[src/rtl/imem_load_ctrl_if.sv]
// -----------------------------------------------------------------------------
// imem_load_ctrl_if
// Groups the fetch, program-load byte stream and IMEM write signals that are
// exchanged between the pipeline/loader side and the IMEM load controller.
//   master : drives fetch PC/request, load start/word count and byte stream;
//            observes ld_ready, IMEM address/data/strobe, stall, misalign, done
//   slave  : the controller view (inputs/outputs mirrored)
// -----------------------------------------------------------------------------
interface imem_load_ctrl_if #(
    parameter int PC_WIDTH_LENGTH   = 32,
    parameter int INST_WIDTH_LENGTH = 32,
    parameter int ADDR_WIDTH        = 18
);
    logic [PC_WIDTH_LENGTH-1:0]   if_pc;
    logic                         if_req;
    logic                         ld_start;
    logic [ADDR_WIDTH-1:0]        ld_words;
    logic                         ld_valid;
    logic [7:0]                   ld_byte;
    logic                         ld_ready;
    logic [ADDR_WIDTH-1:0]        mem_addr;
    logic [INST_WIDTH_LENGTH-1:0] mem_wdata;
    logic                         mem_we;
    logic                         if_stall;
    logic                         if_misalign;
    logic                         done;

    modport master (
        output if_pc, if_req, ld_start, ld_words, ld_valid, ld_byte,
        input  ld_ready, mem_addr, mem_wdata, mem_we, if_stall, if_misalign, done
    );

    modport slave (
        input  if_pc, if_req, ld_start, ld_words, ld_valid, ld_byte,
        output ld_ready, mem_addr, mem_wdata, mem_we, if_stall, if_misalign, done
    );
endinterface

[src/rtl/imem_load_ctrl.sv]
// -----------------------------------------------------------------------------
// imem_load_ctrl
// Shares one IMEM port between instruction fetch and a byte-serial program
// loader. In IDLE the fetch PC addresses the IMEM directly; during a load the
// incoming bytes are assembled little-endian into words and written one word
// per completed group of four bytes, with fetch stalled until load completes.
// Ports:
//   clk  : clock, all state updates on rising edge
//   rst  : synchronous active-high reset
//   bus  : imem_load_ctrl_if.slave (fetch PC/req, load control, byte stream,
//          IMEM addr/wdata/we, if_stall, if_misalign, done)
// -----------------------------------------------------------------------------
module imem_load_ctrl #(
    parameter int PC_WIDTH_LENGTH   = 32,
    parameter int INST_WIDTH_LENGTH = 32,
    parameter int ADDR_WIDTH        = 18
) (
    input  logic                 clk,
    input  logic                 rst,
    imem_load_ctrl_if.slave      bus
);
    typedef enum logic [1:0] {
        ST_IDLE = 2'd0,
        ST_LOAD = 2'd1,
        ST_DONE = 2'd2
    } state_t;

    state_t                       state_r;
    state_t                       next_state_s;
    logic [ADDR_WIDTH-1:0]        words_r;
    logic [ADDR_WIDTH-1:0]        word_cnt_r;
    logic [1:0]                   byte_cnt_r;
    logic [23:0]                  asm_r;      // bytes 0..2 of the word in flight
    logic [INST_WIDTH_LENGTH-1:0] wr_data_r;
    logic [ADDR_WIDTH-1:0]        wr_addr_r;
    logic                         we_r;

    logic                         xfer_s;
    logic                         last_word_s;
    logic [31:0]                  word_s;
    logic [ADDR_WIDTH-1:0]        mem_addr_s;
    logic                         ld_ready_s;
    logic                         if_stall_s;
    logic                         if_misalign_s;
    logic                         done_s;
    logic                         unused_pc_s;

    assign xfer_s      = (state_r == ST_LOAD) & bus.ld_valid;
    // Byte 3 completes the word; it never goes through asm_r.
    assign word_s      = {bus.ld_byte, asm_r};
    assign last_word_s = xfer_s & (byte_cnt_r == 2'd3) &
                         (word_cnt_r == (words_r - {{(ADDR_WIDTH-1){1'b0}}, 1'b1}));
    // Only PC bits [ADDR_WIDTH+1:0] address the IMEM.
    assign unused_pc_s = ^bus.if_pc[PC_WIDTH_LENGTH-1:ADDR_WIDTH+2];

    // State register
    always_ff @(posedge clk) begin
        if (rst) begin
            state_r <= ST_IDLE;
        end else begin
            state_r <= next_state_s;
        end
    end

    // Next-state logic
    always_comb begin
        next_state_s = state_r;
        case (state_r)
            ST_IDLE: begin
                if (bus.ld_start) begin
                    if (bus.ld_words != {ADDR_WIDTH{1'b0}}) begin
                        next_state_s = ST_LOAD;
                    end else begin
                        next_state_s = ST_DONE;
                    end
                end else begin
                    next_state_s = ST_IDLE;
                end
            end
            ST_LOAD: begin
                if (last_word_s) begin
                    next_state_s = ST_DONE;
                end else begin
                    next_state_s = ST_LOAD;
                end
            end
            ST_DONE: next_state_s = ST_IDLE;
            default: next_state_s = ST_IDLE;
        endcase
    end

    // Per-state outputs; IMEM address follows fetch PC only while idle
    always_comb begin
        mem_addr_s    = wr_addr_r;
        ld_ready_s    = 1'b0;
        if_stall_s    = 1'b0;
        if_misalign_s = 1'b0;
        done_s        = 1'b0;
        case (state_r)
            ST_IDLE: begin
                mem_addr_s    = bus.if_pc[ADDR_WIDTH+1:2];
                if_misalign_s = bus.if_req & (bus.if_pc[1:0] != 2'b00);
            end
            ST_LOAD: begin
                ld_ready_s = 1'b1;
                if_stall_s = 1'b1;
            end
            ST_DONE: begin
                done_s     = 1'b1;
                if_stall_s = 1'b1;
            end
            default: begin
                mem_addr_s = wr_addr_r;
            end
        endcase
    end

    // Load datapath: latch count, assemble bytes, register completed words
    always_ff @(posedge clk) begin
        if (rst) begin
            words_r    <= {ADDR_WIDTH{1'b0}};
            word_cnt_r <= {ADDR_WIDTH{1'b0}};
            byte_cnt_r <= 2'd0;
            asm_r      <= 24'd0;
            wr_data_r  <= {INST_WIDTH_LENGTH{1'b0}};
            wr_addr_r  <= {ADDR_WIDTH{1'b0}};
            we_r       <= 1'b0;
        end else begin
            we_r <= 1'b0;
            if ((state_r == ST_IDLE) && bus.ld_start) begin
                words_r    <= bus.ld_words;
                word_cnt_r <= {ADDR_WIDTH{1'b0}};
                byte_cnt_r <= 2'd0;
                asm_r      <= 24'd0;
            end else if (xfer_s) begin
                byte_cnt_r <= byte_cnt_r + 2'd1;
                case (byte_cnt_r)
                    2'd0: asm_r[7:0]   <= bus.ld_byte;
                    2'd1: asm_r[15:8]  <= bus.ld_byte;
                    2'd2: asm_r[23:16] <= bus.ld_byte;
                    default: begin
                        // Commit goes to separate registers so intake continues
                        // into asm_r during the write cycle.
                        wr_data_r  <= INST_WIDTH_LENGTH'(word_s);
                        wr_addr_r  <= word_cnt_r;
                        word_cnt_r <= word_cnt_r + {{(ADDR_WIDTH-1){1'b0}}, 1'b1};
                        we_r       <= 1'b1;
                    end
                endcase
            end
        end
    end

    assign bus.mem_addr    = mem_addr_s;
    assign bus.mem_wdata   = wr_data_r;
    assign bus.mem_we      = we_r;
    assign bus.ld_ready    = ld_ready_s;
    assign bus.if_stall    = if_stall_s;
    assign bus.if_misalign = if_misalign_s;
    assign bus.done        = done_s;
endmodule
[src/flat_wrapper.sv]
// flat-port wrapper written by rule: the top's interface ports become plain ports
module imem_load_ctrl_flat 
#(
    parameter int PC_WIDTH_LENGTH   = 32,
    parameter int INST_WIDTH_LENGTH = 32,
    parameter int ADDR_WIDTH        = 18
)
  (clk, rst, bus_if_pc, bus_if_req, bus_ld_start, bus_ld_words, bus_ld_valid, bus_ld_byte, bus_ld_ready, bus_mem_addr, bus_mem_wdata, bus_mem_we, bus_if_stall, bus_if_misalign, bus_done);
  imem_load_ctrl_if #(.PC_WIDTH_LENGTH(PC_WIDTH_LENGTH), .INST_WIDTH_LENGTH(INST_WIDTH_LENGTH), .ADDR_WIDTH(ADDR_WIDTH)) bus_i ();
  input  logic clk;
  input  logic rst;
  input wire logic [$bits(bus_i.if_pc)-1:0] bus_if_pc;
  input wire logic [$bits(bus_i.if_req)-1:0] bus_if_req;
  input wire logic [$bits(bus_i.ld_start)-1:0] bus_ld_start;
  input wire logic [$bits(bus_i.ld_words)-1:0] bus_ld_words;
  input wire logic [$bits(bus_i.ld_valid)-1:0] bus_ld_valid;
  input wire logic [$bits(bus_i.ld_byte)-1:0] bus_ld_byte;
  output wire logic [$bits(bus_i.ld_ready)-1:0] bus_ld_ready;
  output wire logic [$bits(bus_i.mem_addr)-1:0] bus_mem_addr;
  output wire logic [$bits(bus_i.mem_wdata)-1:0] bus_mem_wdata;
  output wire logic [$bits(bus_i.mem_we)-1:0] bus_mem_we;
  output wire logic [$bits(bus_i.if_stall)-1:0] bus_if_stall;
  output wire logic [$bits(bus_i.if_misalign)-1:0] bus_if_misalign;
  output wire logic [$bits(bus_i.done)-1:0] bus_done;
  assign bus_i.if_pc = bus_if_pc;
  assign bus_i.if_req = bus_if_req;
  assign bus_i.ld_start = bus_ld_start;
  assign bus_i.ld_words = bus_ld_words;
  assign bus_i.ld_valid = bus_ld_valid;
  assign bus_i.ld_byte = bus_ld_byte;
  assign bus_ld_ready = bus_i.ld_ready;
  assign bus_mem_addr = bus_i.mem_addr;
  assign bus_mem_wdata = bus_i.mem_wdata;
  assign bus_mem_we = bus_i.mem_we;
  assign bus_if_stall = bus_i.if_stall;
  assign bus_if_misalign = bus_i.if_misalign;
  assign bus_done = bus_i.done;
  imem_load_ctrl #(.PC_WIDTH_LENGTH(PC_WIDTH_LENGTH), .INST_WIDTH_LENGTH(INST_WIDTH_LENGTH), .ADDR_WIDTH(ADDR_WIDTH)) u_core (.clk(clk), .rst(rst), .bus(bus_i));
endmodule
[config.mk]
export PLATFORM = sky130hd
export DESIGN_NAME = imem_load_ctrl_flat
export DESIGN_NICKNAME = d
export VERILOG_FILES = /design/src/rtl/imem_load_ctrl_if.sv /design/src/rtl/imem_load_ctrl.sv /design/src/flat_wrapper.sv
export SDC_FILE = /design/constraint.sdc
export NUM_CORES = 1
export LEC_CHECK = 0
export BUFFER_PORTS_ARGS = -buffer_cell sky130_fd_sc_hd__buf_4
export CORE_ASPECT_RATIO = 0.5
export CORE_MARGIN = 3
export CORE_UTILIZATION = 58
export DETAILED_ROUTE_END_ITERATION = 10
export PLACE_DENSITY_LB_ADDON = 0.15
export SLEW_MARGIN = 20
export SYNTH_ARGS = -nofsm -noshare
export SYNTH_HDL_FRONTEND = slang
export SYNTH_SLANG_ARGS = --single-unit
[constraint.sdc]
create_clock -name clk -period 7.3 [get_ports clk]
set_clock_uncertainty 0.1 [all_clocks]
set_input_delay 0.365 -clock clk [delete_from_list [all_inputs] [get_ports clk]]
set_output_delay 0.365 -clock clk [all_outputs]
set_load 0.02 [all_outputs]
==> results of run 1 <==
[cells in the mapped netlist, types with 2 or more instances]
master,number,area share [%]
a21oi_1,99,9.6
and2_1,5,0.61
and3_1,5,0.61
and4_1,2,0.34
buf_1,3,0.22
clkbuf_1,43,3.1
dfxtp_1,115,45
ha_1,10,2.4
inv_1,9,0.65
mux2_2,18,3.9
mux2i_1,4,0.78
nand2_1,176,13
nand2b_1,4,0.48
nand3_1,28,2.7
nand3_2,2,0.39
nand3b_1,2,0.29
nand4_1,6,0.73
nor2_1,35,2.5
nor2b_1,3,0.36
nor3_1,5,0.48
nor3b_1,2,0.29
nor4_1,6,0.73
o211ai_1,3,0.44
o21ai_0,3,0.29
or3_1,3,0.36
or4_1,3,0.44
xnor2_1,22,3.7
xor2_1,16,2.7
[tightest hold or removal path: stages]
cell and delay (ns):
buf_4 0.11, nand2_1 0.05, a21oi_1 0.05
[kinds of logic (layout without fill, tap and decap cells)]
| family | Yosys count | in the layout | synth area share, % |
|---|---|---|---|
| AO/OA/AOI/OAI | 116 | 116 | 12.5 |
| XOR/XNOR | 38 | 38 | 6.45 |
| adder cells (fa/ha/maj) | 10 | 10 | 2.42 |
| buffers and inverters | 56 | 150 | 4.22 |
| flip-flops | 115 | 115 | 44.6 |
| multiplexers | 22 | 22 | 4.70 |
| AND/OR/NAND/NOR | 291 | 291 | 25.2 |
[registers in the layout (all words and copies together), names as in the netlist]
name,count
u_core.word_cnt_r,18
u_core.asm_r,24
u_core.bus.mem_we,1
u_core.words_r,18
u_core.state_r,2
u_core.bus.mem_wdata,32
u_core.wr_addr_r,18
u_core.byte_cnt_r,2
[final cells by class]
type	count	area (um2)
fillers	620	1820
well taps	112	140
inverters	9	33.8
flip-flops and latches	115	2300
multi-input cells	477	2640
clock buffers	20	447
clock inverters	12	109
repair buffers	109	818
[stage by stage]
step / utilization (%) / hold WS [ns]
after CTS: 78.1 / 0.0970
final: 78.1 / 0.110
after global routing: 78.1 / 0.114
after global placement: 71.4 / 0.339
after floorplan: - / 0.332
after detailed placement: 71.4 / 0.345
[metal layers]
| layer | share of wire, % | wire (um) | vias up | global-route usage (%) |
|---|---|---|---|---|
| li1 | - | - | 2335 | - |
| met1 | 43 | 5360 | 2220 | 30.7 |
| met2 | 49 | 6100 | 155 | 42.3 |
| met3 | 6.8 | 847 | 22 | 6.15 |
| met4 | 1.6 | 194 | 0 | 9.65 |
| met5 | 0 | 0 | - | 0 |
[path summary, 6_finish.rpt]
path	end	slack (ns)	cells past startpoint
setup / recovery	u_core.bus.mem_wdata[31]$_SDFFE_PP0P_	4.14	7
hold / removal	u_core.words_r[13]$_SDFFE_PP0P_	0.11	3
setup reg to reg	u_core.bus.mem_wdata[31]$_SDFFE_PP0P_	4.14	7
hold reg to reg	u_core.bus.mem_wdata[13]$_SDFFE_PP0P_	0.35	2
[where the power goes]
part / internal, mW / switching (mW) / leakage (nW)
Clock: 0.476 / 0.297 / 0.258
Sequential: 0.636 / 0.0104 / 0.929
Combinational: 0.0676 / 0.0875 / 1.28
Total: 1.18 / 0.395 / 2.47
==> impl_metrics.json, run 1 <==
{
  "status": "finished clean",
  "path_cells": "inv_1, ha_1, nand2_1, nand2_1, buf_4, nand2_1, a21oi_1",
  "path_delay_family": "simple AND/OR/NAND/NOR gates",
  "drtIter0Drc": 363,
  "ys_seq_area_share_pct": 44.6,
  "rsz0062_at_grt": "no",
  "gr-total-overflow": 0,
  "period_minus_slack_ns": 3.16,
  "postRouteAntennaNets": 0,
  "r2r-start": "u_core.state_r[0]$_SDFF_PP0_",
  "p_total_mw": 1.57,
  "cp_max_fo": 51,
  "synth-async-reset-ratio_pct": 0,
  "synth-main-ff-cell": "dfxtp_1",
  "area_growth_pct": 25.8,
  "wl_mm": 12.5,
  "clk_root_buffer_cell": "clkbuf_16",
  "hold_start": "bus_ld_words[13]",
  "crit_path_top_delay_cell": "ha_1",
  "final_common_cell": "nand2_1",
  "critical_path_buf_inv_count": 2,
  "drc_errors": 0,
  "start_util_pct": 62.1,
  "dp_hpwl_mm": 8.07,
  "setup_tns_ns": 0,
  "synth_cell_types": 44,
  "critPathLaunchType": "flop",
  "postLayoutCellArea_um2": 6490,
  "grt.total_usage_pct": 24.7,
  "postPlaceCellArea_um2": 5940,
  "drv_cap": 0,
  "fmax_ghz": 0.317,
  "gp_congestion": 0.818,
  "relSlewSlack_pct": 34.1,
  "antenna_found_initial": 0,
  "cts_resized": 0,
  "cp_common_cell": "nand2_1",
  "syn_avg_cell_area_um2": 7.97,
  "fp.dieArea_um2": 10100,
  "layout_common_cells": "176 x nand2_1, 115 x dfxtp_1, 109 x buf_4",
  "syn-cell-area_um2": 5160,
  "post_cts_buffers": 0,
  "core_um2": 8320,
  "vias_per_cell": 5.54,
  "finalCritPeriodShare_pct": 43.3,
  "crit_type": "flop to flop",
  "cts_made_buffers": 17,
  "io_buffer_count": 105,
  "num_vias": 4732,
  "worst_slack_ns": 4.14,
  "grt_pass1_wl_mm": 20.2,
  "clk_pin_slew_ns": 0.06,
  "cts_hold_buffers": 0,
  "dp_cells": 822,
  "worstPathArrival_ns": 3.38,
  "ys_ff_latch": 115,
  "hold_violations": 0,
  "cp_slowest_stage_delay_ns": 0.81,
  "grt_max_degree": 73,
  "cts-htree-levels": 4,
  "rows": 23,
  "ios": 118,
  "post_drt_wl_per_cell_um": 14.6,
  "worst_pin_slew_ns": 0.988,
  "max-vdd-ir-drop_mv": 0.197,
  "worstPathRequired_ns": 7.52,
  "startpoint": "u_core.state_r[0]$_SDFF_PP0_",
  "cellPowerDensity_nw_per_um2": 242,
  "min-delay-path-class": "input pin to flop",
  "synth_edf_count": 0,
  "end_kind": "flop",
  "nets": 802,
  "n_antenna_cell": 0,
  "p_leak_nw": 2.47,
  "drt-pass1-iter-count": 6,
  "final-setup-viol-count": 0,
  "dp_slack_ns": 4.25,
  "slew_viol_final": 0,
  "fin_cells": 854,
  "cts_buffer_depth": 2,
  "ys.warnings.count": 0,
  "drive_above_1_share_pct": 22.1,
  "synth_cells": 648,
  "fp.dieH_um": 72.7,
  "cts_sinks": 115,
  "grt_pass1_vias": 4314,
  "cts_tree": "built",
  "syn_nets": 721,
  "clk_latency_ns": 0.41,
  "die_w_um": 139
}
(Power assumes the default switching activity.)
==> run 2: changes to the inputs <==
--- a/config.mk
+++ b/config.mk
@@ -5,10 +5,11 @@
 export SDC_FILE = /design/constraint.sdc
 export NUM_CORES = 1
 export LEC_CHECK = 0
+export ABC_AREA = 1
 export BUFFER_PORTS_ARGS = -buffer_cell sky130_fd_sc_hd__buf_4
 export CORE_ASPECT_RATIO = 0.5
 export CORE_MARGIN = 3
-export CORE_UTILIZATION = 58
+export CORE_UTILIZATION = 54
 export DETAILED_ROUTE_END_ITERATION = 10
 export PLACE_DENSITY_LB_ADDON = 0.15
 export SLEW_MARGIN = 20
==> constraint.sdc (replaced) <==
create_clock -name clk -period 3.28 [get_ports clk]
set_clock_uncertainty 0.1 [all_clocks]
set_input_delay 0.164 -clock clk [delete_from_list [all_inputs] [get_ports clk]]
set_output_delay 0.164 -clock clk [all_outputs]
set_load 0.02 [all_outputs]
==> impl_metrics.json, run 2 <==
{
  "layout_common_cells": "160 x nand2_1, 117 x nor2_1, 115 x dfxtp_1",
  "drv_cap": 0,
  "num_vias": 5338,
  "fp.dieH_um": 76.3,
  "path_delay_family": "buffers and inverters",
  "nets": 949,
  "post_drt_wl_per_cell_um": 14.7,
  "crit_path_top_delay_cell": "clkinv_1",
  "grt_pass1_wl_mm": 24.2,
  "end_kind": "flop",
  "crit_type": "flop to flop",
  "worst_pin_slew_ns": 1.09,
  "cts_sinks": 115,
  "clk_latency_ns": 0.41,
  "rows": 24,
  "vias_per_cell": 5.24,
  "synth-main-ff-cell": "dfxtp_1",
  "ys.warnings.count": 0,
  "use_met1_pct": 32.9,
  "synthTopCellsByArea": "dfxtp_1 43%, nand2_1 11%, nor2_1 8.2%, o21ai_0 8.1%, a21oi_1 6.8%",
  "grt_max_degree": 71,
  "ys_ff_latch": 115,
  "fill_cells": 678,
  "met3_usage_pct": 6.89,
  "fmax_ghz": 0.384,
  "final-setup-viol-count": 0,
  "grt_busiest_layer": "met2",
  "syn_avg_cell_area_um2": 7.09,
  "post_cts_buffers": 0,
  "syn_nets": 825,
  "slew_viol_final": 0,
  "p_total_mw": 3.84,
  "path_cells": "inv_1, ha_1, nand2_1, buf_4, inv_2, nor2_2, clkinv_1, a221oi_1",
  "clk_pin_slew_ns": 0.06,
  "yosysTopAreaCell": "dfxtp_1",
  "grt_pass1_vias": 4933,
  "cts_buffer_depth": 2,
  "cp_max_fo": 32,
  "synth-async-reset-ratio_pct": 0,
  "ios": 118,
  "core_um2": 9130,
  "postRouteAntennaNets": 0,
  "io_buffer_count": 105,
  "cp_slowest_stage_delay_ns": 0.62,
  "cts-htree-levels": 4,
  "syn-cell-area_um2": 5330,
  "drive_above_1_share_pct": 18.2,
  "relSlewSlack_pct": 27.5,
  "rsz0062_at_grt": "no",
  "synth_cells": 752,
  "max-vdd-ir-drop_mv": 0.322,
  "dp_hpwl_mm": 9.59,
  "cts_made_buffers": 17,
  "p_leak_nw": 3.24,
  "ys_seq_area_share_pct": 43.2,
  "period_minus_slack_ns": 2.60,
  "worstPathArrival_ns": 2.80,
  "antenna_found_initial": 0,
  "ys_top_cells_by_count": "160 x nand2_1, 117 x nor2_1, 115 x dfxtp_1",
  "final_common_cell": "nand2_1",
  "gr-total-overflow": 0,
  "reg2reg_slack_ns": 0.68,
  "cellPowerDensity_nw_per_um2": 541,
  "largest_reg_flops": 32,
  "min-delay-path-class": "input pin to flop",
  "drc_errors": 0,
  "gp_congestion": 0.866,
  "grt.total_usage_pct": 26.5,
  "synth_edf_count": 0,
  "critical_path_buf_inv_count": 4,
  "finalCritPeriodShare_pct": 79.3,
  "start_util_pct": 58.4,
  "synth.most_common_cell": "nand2_1",
  "drtIter0Drc": 391,
  "drt-pass1-iter-count": 5,
  "hold_violations": 0,
  "synth_cell_types": 36,
  "fp.dieArea_um2": 11200,
  "critPathLaunchType": "flop",
  "cts_tree": "built",
  "wl_mm": 15.0,
  "setup_tns_ns": 0,
  "die_w_um": 147,
  "grtUsageMet2_pct": 45.6,
  "status": "finished clean",
  "cts_resized": 0,
  "yosys.area.top_type_share_pct": 43.2,
  "n_antenna_cell": 0,
  "worstPathRequired_ns": 3.48,
  "area_growth_pct": 33.3,
  "clk_root_buffer_cell": "clkbuf_16"
}
-- run 2: changes by cell type in the layout (fill, tap and decap cells not counted), moves of 11 or more --
cell and delta:
inv_1 +46, o21ai_0 +83, nor2_1 +82, a21oi_1 -27
xnor2_1 -14, dlygate4sd3_1 +27, nand3_1 +11, mux2_2 -18
nand2_1 -16
-- run 2: cells by family after synthesis --
family	share of synthesized area [%]
adder cells (fa/ha/maj)	2.35
AND/OR/NAND/NOR	29.2
buffers and inverters	6.50
AO/OA/AOI/OAI	15.7
XOR/XNOR	3.12
flip-flops	43.2
-- run 2: tightest hold or removal path: stages --
cell and delay, ns:
buf_4 0.09, nand2_4 0.09, a21oi_1 0.14
-- run 2: worst paths after layout --
check | startpoint | to | cells after the start
min | bus_ld_valid | u_core.byte_cnt_r[0]$_SDFFE_PP0P_ | 3
max | u_core.state_r[0]$_SDFF_PP0_ | u_core.word_cnt_r[9]$_SDFFE_PP0P_ | 8
min reg2reg | u_core.asm_r[0]$_SDFFE_PP0P_ | u_core.bus.mem_wdata[0]$_SDFFE_PP0P_ | 2
max reg2reg | u_core.state_r[0]$_SDFF_PP0_ | u_core.word_cnt_r[9]$_SDFFE_PP0P_ | 8
-- run 2: timing repair --
action	4_1_cts	5_1_grt
hold buffers	27	0
endpoints found under the setup margin	0	0
endpoints found under the hold margin	50	0
-- run 2: routing by layer --
metal  routed length [um]  vias up
met5                    0        -
met4                   97        0
met3                  953       13
met2                 7320      157
met1                 6640     2471
li1                     -     2697
-- run 2: power breakdown --
part           switching, mW  internal, mW
clock network          0.742          1.22
logic                  0.255         0.178
registers             0.0264          1.42
-- run 2: final cells by class --
class / instances / area [um2] / share of cell area, %
sequential: 115 / 2300 / 32.4
clock inverter: 15 / 194 / 2.73
multi-input combinational: 546 / 2690 / 37.8
inverter: 59 / 224 / 3.15
tap: 130 / 163 / 2.29
timing repair buffer: 137 / 1110 / 15.6
clock buffer: 17 / 425 / 5.99
-- run 2: metrics by stage --
stage | setup slack (ns) | area [um2] | utilization (%) | std cells | hold WS (ns)
after floorplan | 1.36 | 5330 | - | 752 | 0.133
after global placement | 0.778 | 6210 | 68.1 | 960 | 0.275
after detailed placement | 0.774 | 6210 | 68.1 | 960 | 0.278
after CTS | 0.685 | 7100 | 77.8 | 1019 | 0.00349
after global routing | 0.433 | 7100 | 77.8 | 1019 | 0.00613
final | 0.679 | 7100 | 77.8 | 1019 | 0.0115
